==> src/rtl/dtw_path_writer.sv <==
// DTW path writer: packs backtrace points into a result-SRAM record (header + entries).
// Optional macro DTW_PATH_DEDUP_EN discards repeated {t,r} points within a run.
module dtw_path_writer #(
    parameter int ADDR_W    = 10,
    parameter int BASE_ADDR = 0,
    parameter int MAX_LEN   = 63
) (
    input  logic              clk,
    input  logic              rst,
    input  logic              i_bt_start,
    input  logic              i_bt_end,
    input  logic [31:0]       i_data,
    output logic              o_sram_we,
    output logic [ADDR_W-1:0] o_sram_addr,
    output logic [31:0]       o_sram_wdata,
    output logic              o_busy,
    output logic              o_done,
    output logic [6:0]        o_len,
    output logic              o_ovf
);

    typedef enum logic [1:0] {
        S_IDLE,
        S_RUN,
        S_HDR,
        S_DONE
    } state_t;

`ifdef DTW_PATH_DEDUP_EN
    localparam logic L_DEDUP = 1'b1;
`else
    localparam logic L_DEDUP = 1'b0;
`endif

    localparam logic [ADDR_W-1:0] L_BASE = ADDR_W'(BASE_ADDR);
    localparam logic [ADDR_W-1:0] L_ENT0 = L_BASE + ADDR_W'(1);

    state_t            r_state;
    logic [15:0]       r_score;
    logic [9:0]        r_prev;
    logic              r_we;
    logic [ADDR_W-1:0] r_addr;
    logic [31:0]       r_wdata;
    logic              r_busy;
    logic              r_done;
    logic [6:0]        r_len;
    logic              r_ovf;

    logic [9:0]        w_pt;
    logic              w_full;
    logic              w_dup;
    logic              w_acc;
    logic              w_drop;
    logic [ADDR_W-1:0] w_eaddr;

    assign w_pt    = {i_data[28:24], i_data[20:16]};
    assign w_full  = (r_len == 7'(MAX_LEN));
    assign w_dup   = L_DEDUP & (w_pt == r_prev);
    assign w_acc   = i_bt_start & ~w_full & ~w_dup;
    assign w_drop  = i_bt_start & w_full & ~w_dup;
    assign w_eaddr = L_ENT0 + ADDR_W'(r_len);

    function automatic logic [31:0] hdr(input logic ovf, input logic abrt,
                                        input logic [6:0] len, input logic [15:0] sc);
        return {1'b1, ovf, abrt, 6'b0, len, sc};
    endfunction

    // Header goes out directly from RUN when the run's final cycle produced no entry.
    always_ff @(posedge clk or posedge rst) begin
        if (rst) begin
            r_state <= S_IDLE;
            r_score <= '0;
            r_prev  <= '0;
            r_we    <= 1'b0;
            r_addr  <= '0;
            r_wdata <= '0;
            r_busy  <= 1'b0;
            r_done  <= 1'b0;
            r_len   <= '0;
            r_ovf   <= 1'b0;
        end else begin
            r_we   <= 1'b0;
            r_done <= 1'b0;
            unique case (r_state)
                S_IDLE: begin
                    if (i_bt_start) begin
                        r_score <= i_data[15:0];
                        r_prev  <= w_pt;
                        r_ovf   <= 1'b0;
                        r_len   <= 7'd1;
                        r_busy  <= 1'b1;
                        r_we    <= 1'b1;
                        r_addr  <= L_ENT0;
                        r_wdata <= i_data;
                        r_state <= i_bt_end ? S_HDR : S_RUN;
                    end
                end
                S_RUN: begin
                    if (!i_bt_start) begin
                        r_we    <= 1'b1;
                        r_addr  <= L_BASE;
                        r_wdata <= hdr(r_ovf, 1'b1, r_len, r_score);
                        r_state <= S_DONE;
                    end else if (w_acc) begin
                        r_prev  <= w_pt;
                        r_len   <= r_len + 7'd1;
                        r_we    <= 1'b1;
                        r_addr  <= w_eaddr;
                        r_wdata <= i_data;
                        if (i_bt_end)
                            r_state <= S_HDR;
                    end else begin
                        if (w_drop)
                            r_ovf <= 1'b1;
                        if (i_bt_end) begin
                            r_we    <= 1'b1;
                            r_addr  <= L_BASE;
                            r_wdata <= hdr(r_ovf | w_drop, 1'b0, r_len, r_score);
                            r_state <= S_DONE;
                        end
                    end
                end
                S_HDR: begin
                    r_we    <= 1'b1;
                    r_addr  <= L_BASE;
                    r_wdata <= hdr(r_ovf, 1'b0, r_len, r_score);
                    r_state <= S_DONE;
                end
                S_DONE: begin
                    r_busy  <= 1'b0;
                    r_done  <= 1'b1;
                    r_state <= S_IDLE;
                end
                default: r_state <= S_IDLE;
            endcase
        end
    end

    assign o_sram_we    = r_we;
    assign o_sram_addr  = r_addr;
    assign o_sram_wdata = r_wdata;
    assign o_busy       = r_busy;
    assign o_done       = r_done;
    assign o_len        = r_len;
    assign o_ovf        = r_ovf;

endmodule

==> config.mk <==
export PLATFORM = sky130hd
export DESIGN_NAME = dtw_path_writer
export DESIGN_NICKNAME = d
export VERILOG_FILES = /design/src/rtl/dtw_path_writer.sv
export SDC_FILE = /design/constraint.sdc
export NUM_CORES = 1
export LEC_CHECK = 0
export ABC_AREA = 0
export BUFFER_PORTS_ARGS = -buffer_cell sky130_fd_sc_hd__buf_2
export CAP_MARGIN = 20
export CORE_ASPECT_RATIO = 1.75
export CORE_MARGIN = 8
export CORE_UTILIZATION = 46
export CTS_CLUSTER_DIAMETER = 30
export CTS_CLUSTER_SIZE = 16
export DETAILED_ROUTE_END_ITERATION = 8
export PLACE_DENSITY = 0.8
export SETUP_SLACK_MARGIN = 0.05
export SYNTH_ARGS = -nofsm -noshare
export SYNTH_HDL_FRONTEND = slang
export SYNTH_SLANG_ARGS = --single-unit
==> constraint.sdc <==
create_clock -name clk -period 2.1 [get_ports clk]
set_clock_uncertainty 0.1 [all_clocks]
set_input_delay 0.21 -clock clk [delete_from_list [all_inputs] [get_ports clk]]
set_output_delay 0.21 -clock clk [all_outputs]
set_load 0.02 [all_outputs]
* Word-level counts from Yosys, hierarchy flattened *
Cells that the tools add are included.

word-level totals
  bits in registers = 71
  latch bits = 0
  bits in writable memories = 0
  memory bits (read-only) = 0
  input port bits = 36
  output and inout port bits = 53
  word-level logic and storage cells = 70
  memories kept = 0

operators by class
  add/subtract/negate cells = 2
  multiply operators = 0
  divide/modulo/power cells = 0
  order comparisons = 0
  eq/ne operators = 11
  shifts and indexed selects = 0
  mux-type cells = 34
  bitwise operators = 4
  reduce and logical (&&, ||, !) cells = 10

operator list
  cell                                                                    number
  32-bit 2-to-1 mux                                                       4
  32-bit case mux with 3 select lines                                     1
  10-bit 2-to-1 mux                                                       4
  10-bit case mux with 3 select lines                                     1
  7-bit 2-to-1 mux                                                        3
  7-bit case mux with 2 select lines                                      1
  2-bit 2-to-1 mux                                                        6
  1-bit 2-to-1 mux                                                        10
  2-bit inequality test (second input constant)                           5
  1-bit by 7-bit adder with 8-bit output (first input constant)           1
  2-bit case mux with 4 select lines                                      1
  7-bit by 1-bit adder with 7-bit output (second input constant)          1
  7-bit by 6-bit equality test with 1-bit output (second input constant)  1
  2-bit AND reduction                                                     3
  5-bit AND reduction                                                     1
  2-bit equality test (second input constant)                             2
  4-bit inequality test (second input constant)                           1
  1-bit case mux with 2 select lines                                      2
  4-bit AND reduction                                                     1
  2-bit nonzero test                                                      2
  3-bit inequality test (second input constant)                           1
  1-bit case mux with 3 select lines                                      1
  3-bit AND reduction                                                     1
  3-bit nonzero test                                                      1
  5 further kinds                                                         6

* Logic depth before layout (Yosys ltp) *
Gate-level depths: netlist of run 1.

  depth in word-level cells = 7
  mapped depth = 9

* Worst setup path after synthesis of run 1 *
Ideal clock, no wire load.

  kind = register to register
  start point = register r_len[0] (netlist: o_len[0])
  end point = register r_addr[0] (netlist: o_sram_addr[0])
  arrival time = 2013 ps
  data required time = 1875 ps
  setup slack = -138 ps
  stages on the path, launching flop included = 8
  buffers on the path = 2
  cell sequence = dfrtp_1 -> ha_1 -> nand3_2 -> or3_1 -> clkbuf_1 -> and2_1 -> buf_6 -> mux2_4

between the ends
  word-level cells in the longest chain between the ends = 6
  elaborated cells on any way between the ends = 9

ends and longest elaborated chain
  item                                                                                            line  RTL
  start, declared                                                                                 46    logic [6:0] r_len;
  start signal, assigned                                                                          106   r_len <= r_len + 7'd1;
  parallel branches: the longest is 6 deep, another holds 1-bit by 7-bit adder with 8-bit output  -
  end signal, assigned                                                                            108   r_addr <= w_eaddr;
  end, declared                                                                                   42    logic [ADDR_W-1:0] r_addr;

Parallel ways; which one is timed is not known.
A chain may end at the register's enable or synchronous reset.

* Final worst setup path of run 1 *
  start point = register r_state[0]
  end point = register r_addr[4] (netlist: o_sram_addr[4])

between the ends
  word-level cells in the longest chain between the ends = 3
  elaborated cells on any way between the ends = 8

ends and longest elaborated chain
  item                                                                          line  RTL
  start, declared                                                               38    state_t r_state;
  start signal, assigned                                                        95    r_state <= i_bt_end ? S_HDR : S_RUN;
  2-bit by 1-bit equality test with 1-bit output, or another cell as far along  84    unique case (r_state)
  4-bit inequality test (no line), or another cell as far along                 -
  3-bit AND reduction (no line)                                                 -

Several ways; a longest one is shown, not always the timed one.

==> flow_summary.yaml, run 1 <==
clocking:
  ctsLongestPathBuffers: 2
  cts_setup_buffers: 0
  clk_latency_ns: 0.32
  h-tree-depth: 3
  cts_made_buffers: 9
  cts_sinks: 69
  root_buffer: "clkbuf_16"
  clkTransAtPathRegs_ns: 0.05
  cts_tree: "built"
detailed_routing:
  drt-initial-drc-count: 243
  wl_per_cell_microns: 18.5
  wl_mm: 9.75
  final_antenna_net_count: 0
  drc_errors: 0
  vias: 3075
  drt-pass1-iter-count: 5
  avgViaCountPerCell: 5.82
critical_path:
  cp_cell_sequence: "inv_1 > ha_2 > or4b_2 > o2bb2ai_1"
  rrSetupSlack_ns: 0.1
  cp_max_fo: 8
  cp.required_ns: 2.24
  arrival_ns: 2.15
  rr_worst_depth: 4
  slowest_delay_ns: 0.69
  cp-end-kind: "register"
  crit_path_start_kind: "register"
  cp_slowest_cell: "or4b_2"
  crit_type: "register to register"
grt:
  grt.overflow.total: 0
  grt_first_pass_wirelength_mm: 15.9
  grt_max_degree: 36
  gr-usage-all-layers_pct: 19.3
  antenna_found_initial: 0
  grt_pass1_vias: 3244
min_path:
  hold_class: "primary input to register"
  min_path_cells: 2
pwr:
  p_per_area_mw_per_mm2: 1710
  irDropWorstVdd_uv: 882
  leakage_uw: 0.00207
sta:
  finalHoldViolCount: 0
  post-route-period-util_pct: 95.3
  period_needed_ns: 2.00
  slew_violations: 0
  setup_violations: 0
  finalSetupTns_ns: 0
  rsz0062_at_grt: "true"
  max_slew.worst_pin.slew_ns: 0.660
  fmax_ghz: 0.499
  slew_headroom_pct: 55.9
layout:
  final_cell_mix: "buf_2 (86), dfrtp_1 (67), a21oi_1 (39), nand2_1 (32), o21ai_0 (29)"
  final_layout_size_suffix_gt1_share_pct: 35.7
  num-fill-cells: 602
  area_delta_synth_final_pct: 28.3
  insertedDiodeCount: 0
  final_common_cell: "buf_2"
  final_area_sq_mm: 0.00437
  fin_nets: 479
floorplanning:
  num_rows: 41
  start_util_pct: 47.4
  core_sq_mm: 0.00718
  dieArea_sq_mm: 0.0105
  io-pin-count: 89
  die_w_microns: 81.0
  die_y_microns: 130
logic_synthesis:
  netlist_instances: 344
  synth_warnings: 0
  yosys_most_used_dff: "dfrtp_1"
  syn_area_sq_mm: 0.00340
  seq_area_frac_synth_pct: 50.7
  async_flop_share_pct: 100
  avgSynthCellArea_sq_um: 9.89
  synth_edf_count: 0
  synth_cell_types: 50
  ys_seq_elements: 69
placed_design:
  postPlaceCellArea_sq_mm: 0.00405
  gp_congestion: 0.920
  port-buffer-count: 86
  place_hpwl_mm: 7.10
run_status:
  status: "finished, final reports clean"
flow_run:
  maxCapViolations: 0
-- flip-flops by register name, summed over array words and instances (netlist names) --
signal	flops
o_busy	1
o_done	1
o_len	7
o_ovf	1
o_sram_addr	8
o_sram_wdata	32
o_sram_we	1
r_score	16
r_state	2
-- synth_stat cells (2+ instances only) --
master	n	share of area, %
and3_1	4	0.74
dfrtp_1	69	51
clkbuf_1	21	2.3
nand3b_1	2	0.44
buf_6	4	1.3
a22oi_1	2	0.44
a21oi_1	40	5.9
o31ai_1	2	0.44
inv_1	15	1.7
mux2_2	16	5.3
o21ai_0	29	4.3
ha_1	5	1.8
a2bb2oi_1	2	0.51
or2_2	2	0.37
nand2_1	33	3.6
nand3_1	3	0.44
mux2i_1	6	1.8
xnor2_1	4	1.0
nor2_1	10	1.1
nor2b_1	2	0.37
o21ai_1	6	0.88
a31oi_1	22	4.0
mux2_4	2	0.88
a221o_1	2	0.59
o2bb2ai_1	5	1.3
buf_4	3	0.66
nand4_1	7	1.3
buf_2	4	0.59
-- report_power, final --
part	switching (uW)	internal [uW]	total, uW	leakage [uW]
Combinational	2230	1570	3800	0.00107
Clock	514	943	1460	0.000140
Sequential	307	1910	2220	0.000854
-- logic make-up (layout without fill, tap and decap cells) --
family / after synthesis / in the layout / share of synthesized area [%]
compound gates: 123 / 123 / 21.7
xor+xnor: 4 / 4 / 1.03
fa+ha+maj: 5 / 5 / 1.84
buf+inv: 48 / 145 / 6.65
flops: 69 / 69 / 50.7
mux: 24 / 24 / 7.94
other cells: 1 / 2 / 0.110
simple gates: 70 / 70 / 10.0
-- through the flow --
stage | hold slack [ns] | worst slack (ns) | power (uW) | instances | util (%)
after floorplan | 0.249 | 0.0540 | 4690 | 345 | -
after global placement | 0.237 | 0.133 | 5810 | 512 | 56.4
after detailed placement | 0.241 | 0.0601 | 5960 | 512 | 56.4
after CTS | 0.0222 | 0.0964 | 7450 | 528 | 60.6
after global routing | 0.0310 | 0.0428 | 7960 | 528 | 60.8
final | 0.0337 | 0.0977 | 7480 | 528 | 60.8
-- critical path, delay by kind of cell (launching register included) --
family                     cells  cell delay (ns)
AOI/OAI and AO/OA              1             0.20
adders and majority gates      1             0.44
and+or+nand+nor                1             0.69
buffers and inverters          1             0.09
DFF                            1             0.40
-- routing by layer --
metal | up-vias | global-route usage (%) | wire, microns
met4 | 0 | 11.1 | 342
li1 | 1419 | - | -
met5 | - | 0 | 0
met2 | 117 | 33.3 | 5300
met1 | 1512 | 21.3 | 3500
met3 | 27 | 3.79 | 606
-- path summary, 6_finish.rpt --
kind                                   endpoint            from
min in group asynchronous       o_sram_wdata[8]             rst
max in group asynchronous             o_sram_we             rst
worst min register to register   o_sram_addr[5]  o_sram_addr[5]
worst max-delay path             o_sram_addr[4]      r_state[0]
worst min-delay path                 r_score[7]       i_data[7]
worst max register to register   o_sram_addr[4]      r_state[0]
-- layout make-up --
cell class	count	area (sq um)	share of cell area (%)
well taps	86	108	2.46
clock buffers	13	250	5.73
repair buffers	115	703	16.1
clock inverters	2	35.0	0.802
multi-input cells	228	1480	33.9
inverters	15	60.1	1.37
flip-flops and latches	69	1730	39.6
-- repair_timing --
action                                 CTS  global route
resized for setup                        2             6
setup endpoints to repair                7            11
endpoints found under the hold margin   27             0
hold buffers                             1             0
Power figures use the tool's default switching activity.
==> run 2: changes to the inputs <==
CORE_UTILIZATION = 32   (was 46)
PLACE_DENSITY = 0.61   (was 0.8)
==> flow_summary.yaml, run 2 (synthesis gave the netlist of run 1 again) <==
run_status:
  status: "finished, final reports clean"
grt:
  grt.overflow.total: 0
  grt_pass1_vias: 3053
  grt_first_pass_wirelength_mm: 16.3
  antenna_found_initial: 1
  gr-usage-all-layers_pct: 14.7
  grt_max_degree: 34
clocking:
  cts_sinks: 69
  h-tree-depth: 3
  ctsLongestPathBuffers: 2
  cts_tree: "built"
  root_buffer: "clkbuf_16"
  clk_latency_ns: 0.33
  cts_made_buffers: 9
  clkTransAtPathRegs_ns: 0.06
sta:
  slew_violations: 0
  slew_headroom_pct: 59.1
  fmax_ghz: 0.507
  post-route-period-util_pct: 94.0
  setup_violations: 0
  max_slew.worst_pin.slew_ns: 0.608
  finalHoldViolCount: 0
  rsz0062_at_grt: "true"
  finalSetupTns_ns: 0
  period_needed_ns: 1.97
  timing.hold.ws_ns: 0.0248
floorplanning:
  core_sq_mm: 0.0105
  num_rows: 50
  start_util_pct: 32.4
  die_w_microns: 94.0
  die_y_microns: 152
  dieArea_sq_mm: 0.0143
  io-pin-count: 89
min_path:
  hp-start: "i_data[11]"
  hold_end: "r_score[11]"
  hold_class: "primary input to register"
  min_path_cells: 2
layout:
  largest_reg_flops: 32
  seq_area_sq_mm: 0.00173
  num-fill-cells: 1043
  final_cells: 577
  insertedDiodeCount: 0
  area_delta_synth_final_pct: 33.5
  final_cell_mix: "buf_2 (86), dfrtp_1 (67), a21oi_1 (39), nand2_1 (33), o21ai_0 (29)"
  final_area_sq_mm: 0.00454
  final_common_cell: "buf_2"
  final_util_pct: 43.2
  multi_input_area_sq_mm: 0.00149
  fin_nets: 483
  final_layout_size_suffix_gt1_share_pct: 37.8
pwr:
  clkPwrFrac_pct: 22.5
  pwr-share-seq_pct: 28.5
  irDropWorstVdd_uv: 739
  combPwrFrac_pct: 49.0
  p_int_uw: 4720
  p_per_area_mw_per_mm2: 1720
  p_switching_uw: 3110
  p_sw_share_pct: 39.7
  leakage_uw: 0.00212
detailed_routing:
  wl_met2_mm: 5.50
  avgViaCountPerCell: 5.22
  vias: 3012
  wl_met3_microns: 458
  drt-initial-drc-count: 150
  wl_per_cell_microns: 17.8
  wl_mm: 10.3
  met1Wirelength_mm: 4.03
  final_antenna_net_count: 0
  drt-pass1-iter-count: 4
  drc_errors: 0
  routed.top_layer: "met5"
placed_design:
  port-buffer-count: 86
  place_hpwl_mm: 7.49
  postPlaceCellArea_sq_mm: 0.00411
  dp_cells: 555
  gp_congestion: 0.827
critical_path:
  crit_path_start_kind: "register"
  rrSetupSlack_ns: 0.13
  worstReg2RegStart: "r_state[1]"
  cp.required_ns: 2.20
  arrival_ns: 2.08
  crit_type: "register to register"
  cp_max_fo: 16
  rr_worst_depth: 7
  rr_endpoint: "o_sram_addr[7]"
  cp-end-kind: "register"
flow_run:
  maxCapViolations: 0
## run 2: what timing repair did
| action | CTS | global route |
|---|---|---|
| hold endpoints to repair | 18 | 0 |
| pin swaps | 0 | 1 |
| resized for setup | 1 | 14 |
| buffers inserted | 0 | 4 |
| cloned | 0 | 1 |
| hold buffers | 1 | 0 |
| setup endpoints to repair | 1 | 39 |
## run 2: how the worst max path moves through the flow
stage,startpoint,endpoint,slack (ns),depth (start not counted)
global route,r_state[1],o_sram_wdata[2],0.05,10
global placement,r_state[1],o_sram_addr[7],0.13,7
CTS,r_state[1],o_sram_addr[7],0.05,7
floorplan,o_len[0],o_sram_addr[0],0.05,7
finish,r_state[1],o_sram_addr[7],0.13,7
detailed placement,r_state[1],o_sram_addr[7],0.05,7
## run 2: area by class of cell
type                            count  area share, %
Sequential cell                    69           38.1
Multi-Input combinational cell    228           32.9
Timing Repair Buffer              119           16.5
Clock buffer                       10           5.26
Tap cell                          130           3.58
Clock inverter                      6           2.42
Inverter                           15           1.32
## run 2: worst max-delay path, stage by stage (launching register included)
cell and delay, ns:
dfrtp_1 0.43, inv_2 0.09, ha_2 0.19, nand3b_1 0.10, or3_4 0.41, and2_4 0.20, buf_4 0.20, mux2i_1 0.14
## run 2: metal layers
layer | track usage [%] | up-vias
met4 | 7.00 | 2
met3 | 3.85 | 17
met2 | 25.3 | 95
met5 | 0 | -
met1 | 15.9 | 1475
li1 | - | 1423
## run 2: metrics by stage
stage,power (uW),setup slack (ns)
after floorplan,4690,0.0540
after global placement,5820,0.132
after detailed placement,5910,0.0512
after CTS,7700,0.0502
after global routing,8310,0.0493
final,7820,0.126
## run 2: power groups by stage
stage	sequential (uW)	clock, uW	combinational (uW)
floorplan	2630	0	2060
global placement	2220	0	3590
detailed placement	2240	0	3680
CTS	2220	1790	3680
global route	2280	1850	4180
finish	2230	1760	3840
==> run 3: changes to the inputs <==
PLACE_DENSITY = not set   (was 0.61)
==> flow_summary.yaml, run 3 (synthesis gave the netlist of run 1 again) <==
grt:
  grt_pass1_vias: 3206
  grt.overflow.total: 0
  grt_first_pass_wirelength_mm: 16.7
  grt_max_degree: 32
  gr-usage-all-layers_pct: 14.9
  antenna_found_initial: 0
critical_path:
  cp_cell_sequence: "inv_1 > ha_2 > buf_12 > nand2_1 > buf_4 > a22oi_2 > buf_4 > buf_6 > nand2_1 > a31oi_2"
  slowest_delay_ns: 0.38
  crit_path_start_kind: "register"
  cp-end-kind: "register"
  critPathTopFamily: "buffers and inverters"
  arrival_ns: 2.13
  crit_type: "register to register"
  cp.required_ns: 2.25
  crit_buf_inv: 5
  cp_slowest_cell: "dfrtp_1"
  cp_max_fo: 20
sta:
  period_needed_ns: 1.98
  rsz0062_at_grt: "false"
  finalSetupTns_ns: 0
  postLayoutSetupSlackWorst_ns: 0.120
  fmax_ghz: 0.505
  slew_violations: 0
  slew_headroom_pct: 53.7
  setup_violations: 0
  max_slew.worst_pin.slew_ns: 0.688
  finalHoldViolCount: 0
  post-route-period-util_pct: 94.3
clocking:
  clkTransAtPathRegs_ns: 0.05
  cts_tree: "built"
  cts_sinks: 69
  clk_latency_ns: 0.33
  h-tree-depth: 3
  ctsLongestPathBuffers: 2
  root_buffer: "clkbuf_16"
  cts_made_buffers: 9
layout:
  final_cell_mix: "buf_2 (87), dfrtp_1 (67), a21oi_1 (39), nand2_1 (32), o21ai_0 (29)"
  num-fill-cells: 1057
  largest_reg_flops: 32
  final_common_cell: "buf_2"
  fin_nets: 483
  final_util_pct: 42.6
  area_delta_synth_final_pct: 31.5
  insertedDiodeCount: 0
  final_layout_size_suffix_gt1_share_pct: 36.8
  final_area_sq_mm: 0.00448
floorplanning:
  die_y_microns: 152
  dieArea_sq_mm: 0.0143
  core_sq_mm: 0.0105
  start_util_pct: 32.4
  num_rows: 50
  io-pin-count: 89
  die_w_microns: 94.0
pwr:
  total_power_uw: 7570
  p_per_area_mw_per_mm2: 1690
  leakage_uw: 0.00208
  irDropWorstVdd_uv: 834
detailed_routing:
  avgViaCountPerCell: 5.24
  drt-initial-drc-count: 183
  wl_per_cell_microns: 18.3
  wl_mm: 10.6
  final_antenna_net_count: 0
  drt-pass1-iter-count: 4
  vias: 3017
  drc_errors: 0
placed_design:
  postPlaceCellArea_sq_mm: 0.00414
  port-buffer-count: 86
  place_hpwl_mm: 7.74
  pre_cts_slack_ns: 0.0762
  gp_congestion: 0.842
flow_run:
  maxCapViolations: 0
min_path:
  hold_class: "primary input to register"
run_status:
  status: "finished, final reports clean"
run 3: worst paths after layout:
check	start	end	slack, ns	cells past startpoint
max	r_state[1]	o_sram_wdata[0]	0.12	10
min	i_data[23]	o_sram_wdata[23]	0.03	3
max reg2reg	r_state[1]	o_sram_wdata[0]	0.12	10
min reg2reg	r_score[10]	r_score[10]	0.40	1
max in group asynchronous	rst	r_score[14]	1.03	4
min in group asynchronous	rst	o_sram_wdata[31]	0.36	3
run 3: area by class of cell:
class	count	area, sq um	area share (%)
well taps	130	163	3.63
inverters	15	60.1	1.34
repair buffers	119	768	17.2
clock inverters	2	10.0	0.224
multi-input cells	228	1500	33.4
flip-flops and latches	69	1730	38.6
clock buffers	13	250	5.59
run 3: layer usage:
layer / track usage [%] / share of wire (%) / vias up
li1: - / - / 1429
met1: 15.3 / 37 / 1495
met2: 26.7 / 56 / 79
met3: 3.85 / 4.4 / 14
met4: 7.45 / 2.1 / 0
met5: 0 / 0 / -
run 3: worst min-delay path, delay by kind of cell:
family                 cells  cell delay, ns
and+or+nand+nor            1            0.05
AOI/OAI and AO/OA          1            0.05
buffers and inverters      1            0.10
run 3: per-stage QoR:
| step | hold WS, ns | cells |
|---|---|---|
| after floorplan | 0.249 | 345 |
| after global routing | 0.0226 | 576 |
| after global placement | 0.168 | 556 |
| final | 0.0293 | 576 |
| after CTS | 0.0185 | 572 |
| after detailed placement | 0.173 | 556 |
run 3: repair_timing:
| item | in CTS | in global routing |
|---|---|---|
| setup endpoints to repair | 1 | 31 |
| endpoints found under the hold margin | 18 | 0 |
| pin swaps | 0 | 1 |
| gates resized for setup | 1 | 12 |
| hold buffers | 1 | 0 |
| cloned | 0 | 2 |
| buffers inserted | 0 | 2 |
run 3: power by group:
group          switching (uW)  internal, uW  leakage [uW]  total, uW
Combinational            2290          1720       0.00110       4010
Sequential                305          1910      0.000854       2220
Clock                     528           821      0.000129       1350
Total                    3120          4450       0.00208       7570
